--- src/rtl/uart_rx_frame.sv ---
// Parametrised UART receiver: DATA_W data bits, OVS ticks per bit, optional parity, 1/2 stop bits.
// Define UART_RX_MAJORITY_EN to decide each bit by a 3-sample majority vote around mid-bit.
module uart_rx_frame #(
  parameter int DATA_W      = 8,
  parameter int OVS         = 16,
  parameter int SYNC_STAGES = 2
) (
  input  logic              i_sclk,
  input  logic              i_rstn,
  input  logic              i_rx,
  input  logic              i_en,
  input  logic              i_par_en,
  input  logic              i_par_odd,
  input  logic              i_stop2,
  output logic [DATA_W-1:0] o_rxdata,
  output logic              o_rx_valid,
  output logic              o_rx_busy,
  output logic              o_par_err,
  output logic              o_frm_err,
  output logic              o_break
);

  localparam int TC_W = $clog2(OVS);
  localparam int BC_W = $clog2(DATA_W);

  localparam logic [TC_W-1:0] TC_LAST = TC_W'(OVS - 1);
`ifdef UART_RX_MAJORITY_EN
  // The vote needs the mid+1 sample, so the start check lands one tick later
  // and every following bit decision inherits that one-tick shift.
  localparam logic [TC_W-1:0] TC_START = TC_W'(OVS / 2);
`else
  localparam logic [TC_W-1:0] TC_START = TC_W'(OVS / 2 - 1);
`endif
  localparam logic [BC_W-1:0] BC_LAST = BC_W'(DATA_W - 1);

  typedef enum logic [2:0] {
    S_IDLE,
    S_START,
    S_DATA,
    S_PARITY,
    S_STOP1,
    S_STOP2
  } state_t;

  logic [SYNC_STAGES-1:0] r_sync;
  logic                   r_rxs_prev;
  logic                   w_rxs;
  logic                   w_sample;

  always_ff @(posedge i_sclk or negedge i_rstn) begin
    if (!i_rstn) begin
      r_sync     <= '1;
      r_rxs_prev <= 1'b1;
    end else begin
      r_sync     <= {r_sync[SYNC_STAGES-2:0], i_rx};
      r_rxs_prev <= w_rxs;
    end
  end

  assign w_rxs = r_sync[SYNC_STAGES-1];

`ifdef UART_RX_MAJORITY_EN
  logic [1:0] r_hist;

  always_ff @(posedge i_sclk or negedge i_rstn) begin
    if (!i_rstn) begin
      r_hist <= 2'b11;
    end else begin
      r_hist <= {r_hist[0], w_rxs};
    end
  end

  assign w_sample = (r_hist[1] & r_hist[0]) | (r_hist[1] & w_rxs) | (r_hist[0] & w_rxs);
`else
  assign w_sample = w_rxs;
`endif

  state_t              r_state;
  state_t              w_state_next;
  logic [TC_W-1:0]     r_tc;
  logic [TC_W-1:0]     w_tc_next;
  logic [BC_W-1:0]     r_bc;
  logic [BC_W-1:0]     w_bc_next;
  logic [DATA_W-1:0]   r_shift;
  logic [DATA_W-1:0]   w_shift_next;
  logic                r_par_en;
  logic                r_par_odd;
  logic                r_stop2;
  logic                w_par_en_next;
  logic                w_par_odd_next;
  logic                w_stop2_next;
  logic                r_pbit;
  logic                w_pbit_next;
  logic                r_stop1_bit;
  logic                w_stop1_next;
  logic                w_frame_end;
  logic                w_tc_last;
  logic [TC_W-1:0]     w_tc_inc;

  logic [DATA_W-1:0]   r_rxdata;
  logic                r_rx_valid;
  logic                r_par_err;
  logic                r_frm_err;
  logic                r_break;
  logic                w_stop1_val;
  logic                w_par_err;
  logic                w_frm_err;
  logic                w_break;

  assign w_tc_last = (r_tc == TC_LAST);
  assign w_tc_inc  = r_tc + TC_W'(1);

  always_comb begin
    w_state_next   = r_state;
    w_tc_next      = r_tc;
    w_bc_next      = r_bc;
    w_shift_next   = r_shift;
    w_par_en_next  = r_par_en;
    w_par_odd_next = r_par_odd;
    w_stop2_next   = r_stop2;
    w_pbit_next    = r_pbit;
    w_stop1_next   = r_stop1_bit;
    w_frame_end    = 1'b0;

    case (r_state)
      S_IDLE: begin
        if (i_en && r_rxs_prev && !w_rxs) begin
          w_state_next   = S_START;
          w_tc_next      = '0;
          w_par_en_next  = i_par_en;
          w_par_odd_next = i_par_odd;
          w_stop2_next   = i_stop2;
        end
      end
      S_START: begin
        if (r_tc == TC_START) begin
          w_state_next = w_sample ? S_IDLE : S_DATA;
          w_tc_next    = '0;
          w_bc_next    = '0;
        end else begin
          w_tc_next = w_tc_inc;
        end
      end
      S_DATA: begin
        if (w_tc_last) begin
          w_shift_next = {w_sample, r_shift[DATA_W-1:1]};
          w_tc_next    = '0;
          if (r_bc == BC_LAST) begin
            w_state_next = r_par_en ? S_PARITY : S_STOP1;
          end else begin
            w_bc_next = r_bc + BC_W'(1);
          end
        end else begin
          w_tc_next = w_tc_inc;
        end
      end
      S_PARITY: begin
        if (w_tc_last) begin
          w_pbit_next  = w_sample;
          w_state_next = S_STOP1;
          w_tc_next    = '0;
        end else begin
          w_tc_next = w_tc_inc;
        end
      end
      S_STOP1: begin
        if (w_tc_last) begin
          w_stop1_next = w_sample;
          w_tc_next    = '0;
          if (r_stop2) begin
            w_state_next = S_STOP2;
          end else begin
            w_state_next = S_IDLE;
            w_frame_end  = 1'b1;
          end
        end else begin
          w_tc_next = w_tc_inc;
        end
      end
      S_STOP2: begin
        if (w_tc_last) begin
          w_state_next = S_IDLE;
          w_tc_next    = '0;
          w_frame_end  = 1'b1;
        end else begin
          w_tc_next = w_tc_inc;
        end
      end
      default: begin
        w_state_next = S_IDLE;
        w_tc_next    = '0;
      end
    endcase

    // Disabling the receiver drops any frame in flight without reporting it.
    if (r_state != S_IDLE && !i_en) begin
      w_state_next = S_IDLE;
      w_tc_next    = '0;
      w_frame_end  = 1'b0;
    end
  end

  // In a one-stop frame the first stop is the sample taken this very cycle.
  assign w_stop1_val = (r_state == S_STOP1) ? w_sample : r_stop1_bit;
  assign w_par_err   = r_par_en & ((^r_shift ^ r_pbit) != r_par_odd);
  assign w_frm_err   = ~w_stop1_val | ~w_sample;
  assign w_break     = (r_shift == '0) & (~r_par_en | ~r_pbit) & ~w_stop1_val;

  always_ff @(posedge i_sclk or negedge i_rstn) begin
    if (!i_rstn) begin
      r_state     <= S_IDLE;
      r_tc        <= '0;
      r_bc        <= '0;
      r_shift     <= '0;
      r_par_en    <= 1'b0;
      r_par_odd   <= 1'b0;
      r_stop2     <= 1'b0;
      r_pbit      <= 1'b0;
      r_stop1_bit <= 1'b0;
      r_rxdata    <= '0;
      r_rx_valid  <= 1'b0;
      r_par_err   <= 1'b0;
      r_frm_err   <= 1'b0;
      r_break     <= 1'b0;
    end else begin
      r_state     <= w_state_next;
      r_tc        <= w_tc_next;
      r_bc        <= w_bc_next;
      r_shift     <= w_shift_next;
      r_par_en    <= w_par_en_next;
      r_par_odd   <= w_par_odd_next;
      r_stop2     <= w_stop2_next;
      r_pbit      <= w_pbit_next;
      r_stop1_bit <= w_stop1_next;
      r_rx_valid  <= w_frame_end;
      if (w_frame_end) begin
        r_rxdata  <= r_shift;
        r_par_err <= w_par_err;
        r_frm_err <= w_frm_err;
        r_break   <= w_break;
      end
    end
  end

  assign o_rxdata   = r_rxdata;
  assign o_rx_valid = r_rx_valid;
  assign o_rx_busy  = (r_state != S_IDLE);
  assign o_par_err  = r_par_err;
  assign o_frm_err  = r_frm_err;
  assign o_break    = r_break;

endmodule

--- config.mk ---
export PLATFORM = sky130hd
export DESIGN_NAME = uart_rx_frame
export DESIGN_NICKNAME = d
export VERILOG_FILES = /design/src/rtl/uart_rx_frame.sv
export SDC_FILE = /design/constraint.sdc
export NUM_CORES = 1
export LEC_CHECK = 0
export ABC_AREA = 1
export BUFFER_PORTS_ARGS = -buffer_cell sky130_fd_sc_hd__buf_4
export CORE_MARGIN = 5
export CORE_UTILIZATION = 54
export CTS_BUF_LIST = sky130_fd_sc_hd__clkbuf_8
export CTS_CLUSTER_DIAMETER = 100
export DETAILED_ROUTE_END_ITERATION = 12
export GPL_ROUTABILITY_DRIVEN = 0
export PLACE_DENSITY = 0.78
export SETUP_SLACK_MARGIN = 0.05
export SLEW_MARGIN = 20
export SYNTH_ARGS = -nofsm -noshare
export SYNTH_HDL_FRONTEND = slang
export SYNTH_SLANG_ARGS = --single-unit
--- constraint.sdc ---
create_clock -name i_sclk -period 2.7 [get_ports i_sclk]
set_clock_uncertainty 0.2 [all_clocks]
set_input_delay 0.54 -clock i_sclk [delete_from_list [all_inputs] [get_ports i_sclk]]
set_output_delay 0.54 -clock i_sclk [all_outputs]
set_load 0.03 [all_outputs]
==> impl_metrics.json <==
{
  "min_path_type": "in2async",
  "nFillCells": 296,
  "grt_pass1_wl_um": 6150,
  "synth_nets": 239,
  "power.density_nw_per_um2": 720,
  "dp.cells": 285,
  "drc": 0,
  "fp.dieArea_um2": 4900,
  "antenna_found_initial": 0,
  "ir_worst_vdd_v": 0.000666,
  "cp_top_family": "flip-flops",
  "hold_viol": 2,
  "grt_max_degree": 39,
  "failed_checks": "hold timing",
  "io_buffers": 19,
  "drv_cap": 0,
  "cp_data_arrival_time_ns": 1.27,
  "drt_iter0_markers": 83,
  "synth-edff-count": 0,
  "clock_sinks": 38,
  "tritoncts": "yes",
  "overflow": 0,
  "grt_pass1_vias": 1409,
  "critical_path.max_fanout": 8,
  "yosysMostFrequentCell": "nand2_1",
  "seq_area_um2": 955,
  "grtUsageTotal_pct": 15.9,
  "async_reset_ff_share_pct": 100,
  "ctsRootBufferMaster": "clkbuf_8",
  "cts_max_path_buffers": 2,
  "cts_resized": 0,
  "yosysTopAreaCell": "dfrtp_1",
  "clock_latency_ns": 0.29,
  "pwr-share-seq_pct": 42.8,
  "fin_crit_ns": 2.01,
  "antenna_cells": 0,
  "synthDominantCellAreaShare_pct": 45.1,
  "avgRoutedWirePerCell_um": 12.2,
  "syn_avg_cell_area_um2": 8.67,
  "syn-instance-count": 224,
  "p_switching_uw": 539,
  "status": "complete, but fails checks",
  "cts_hold_buf": 0,
  "critPathCaptureType": "output pin",
  "area_growth_pct": 14.0,
  "vias_per_cell": 5.00,
  "fmax_mhz": 497,
  "drtAntennaViolNets": 0,
  "io_pins": 20,
  "die_h_um": 70.0,
  "start_util_pct": 56.9,
  "cts_buffers": 5,
  "crit_chain": "nor2_2, nand2_4, buf_4",
  "post_cts.repair.setup_buffers": 0,
  "synth_area_leaders": "dfrtp_1, nand2_1, ha_1, inv_1, nand3_1",
  "yosysUniqueCellTypes": 24,
  "worst-path-buf-inv": 1,
  "startpoint_type": "flip-flop",
  "p_clk_share_pct": 30.7,
  "multiInputGateArea_um2": 827,
  "wirelength_um": 3580,
  "setup_tns_ns": 0,
  "rsz0062_at_grt": "false",
  "ys_seq_area_share_pct": 49.1,
  "htree_levels": 2,
  "nets": 261,
  "max_stage_delay_ns": 0.48,
  "vias": 1464,
  "fp-row-count": 21,
  "core_um2": 3420,
  "dr.pass1.iters": 5,
  "yosys_warnings": 0,
  "post-route-period-util_pct": 74.6,
  "synth_ff_type": "dfrtp_1",
  "p_int_uw": 1060,
  "critPathKind": "reg2out",
  "utilization_pct": 64.8,
  "finalSetupViolations": 0,
  "dpl.hpwl_um": 2520,
  "ys_top_cells_by_count": "nand2_1, dfrtp_1, inv_1",
  "synth_seq_cells": 38,
  "sw_frac_of_total_pct": 33.8,
  "synth_area_um2": 1940,
  "drive_gt1_share_pct": 21.9,
  "power.leakage_uw": 0.00113,
  "tightest_slew_ns": 0.469,
  "cp.required_ns": 1.96,
  "slew_violations": 0,
  "crit_slowest_cell": "dfrtp_1",
  "die_w_um": 70.0,
  "final_cells": 293,
  "combinationalPowerShare_pct": 26.4,
  "fin_hold_ws_ns": -0.00195,
  "clk_pin_slew_ns": 0.07,
  "maxSlewHeadroom_pct": 68.7
}
==> power groups by stage <==
stage / logic (uW) / clock network [uW] / registers (uW)
finish: 422 / 490 / 684
global route: 468 / 528 / 689
CTS: 421 / 502 / 681
detailed placement: 417 / 0 / 690
global placement: 409 / 0 / 687
floorplan: 343 / 0 / 666
==> cells in the final DEF, fill, tap and decap left out, drive strengths merged <==
cell type   n
a21oi       9
a31oi       1
buf        19
bufinv      1
clkbuf      6
dfrtp      35
dfstp       3
ha          8
inv        32
mux2        1
nand2      71
nand3      17
nand3b      1
nand4       2
nor2       10
o21ai      28
xnor2       1
xor2        2
==> cell families (layout without fill, tap and decap cells) <==
group / after synthesis / after routing / synth area share, %
flip-flops: 38 / 38 / 49.1
buffers and inverters: 35 / 58 / 8.31
adder cells (fa/ha/maj): 8 / 8 / 5.15
XOR/XNOR: 3 / 3 / 1.35
AND/OR/NAND/NOR: 101 / 101 / 23.9
AO/OA/AOI/OAI: 38 / 38 / 11.6
multiplexers: 1 / 1 / 0.579
==> state kept, by name (all words and copies together) (netlist names), 2 cells and up <==
register and cells:
o_rxdata 8, r_shift 8, r_tc 4, r_sync 2
r_bc 3, r_state 3
==> worst paths after layout <==
| path | slack, ns | cells after the start | end | startpoint |
|---|---|---|---|---|
| min in group i_sclk | 0.16 | 1 | r_sync[0] | i_rx |
| max in group asynchronous | 1.94 | 1 | r_sync[0] | i_rstn |
| setup reg to reg | 0.93 | 7 | o_rxdata[7] | r_state[1] |
| hold reg to reg | 0.16 | 0 | r_sync[1] | r_sync[0] |
| hold / removal | -0.002 | 1 | r_tc[1] | i_rstn |
| setup / recovery | 0.69 | 3 | o_rx_busy | r_state[0] |
==> cell type report <==
cell class,instances,share of cell area [%]
clock inverter,2,1.53
clock buffer,6,3.73
multi-input combinational,151,37.3
inverter,31,5.25
tap,46,2.60
sequential,38,43.1
timing repair buffer,19,6.44
==> per-layer routing <==
layer | global-route usage (%) | share of wire, %
met5 | 0 | 0
met4 | 8.09 | 2.2
met3 | 4.88 | 5.0
met2 | 24.0 | 46
met1 | 20.5 | 46
==> metrics by stage <==
step / area [um2] / total power [uW] / setup WS (ns) / hold slack [ns]
floorplan: 1940 / 1010 / 1.15 / 0.0444
global placement: 2100 / 1100 / 0.997 / 0.148
detailed placement: 2100 / 1110 / 0.942 / 0.156
CTS: 2210 / 1600 / 0.687 / 0.0109
global route: 2210 / 1680 / 0.643 / 0.0397
finish: 2210 / 1600 / 0.686 / -0.00195
Note: power is estimated with default switching activity, not from simulation.
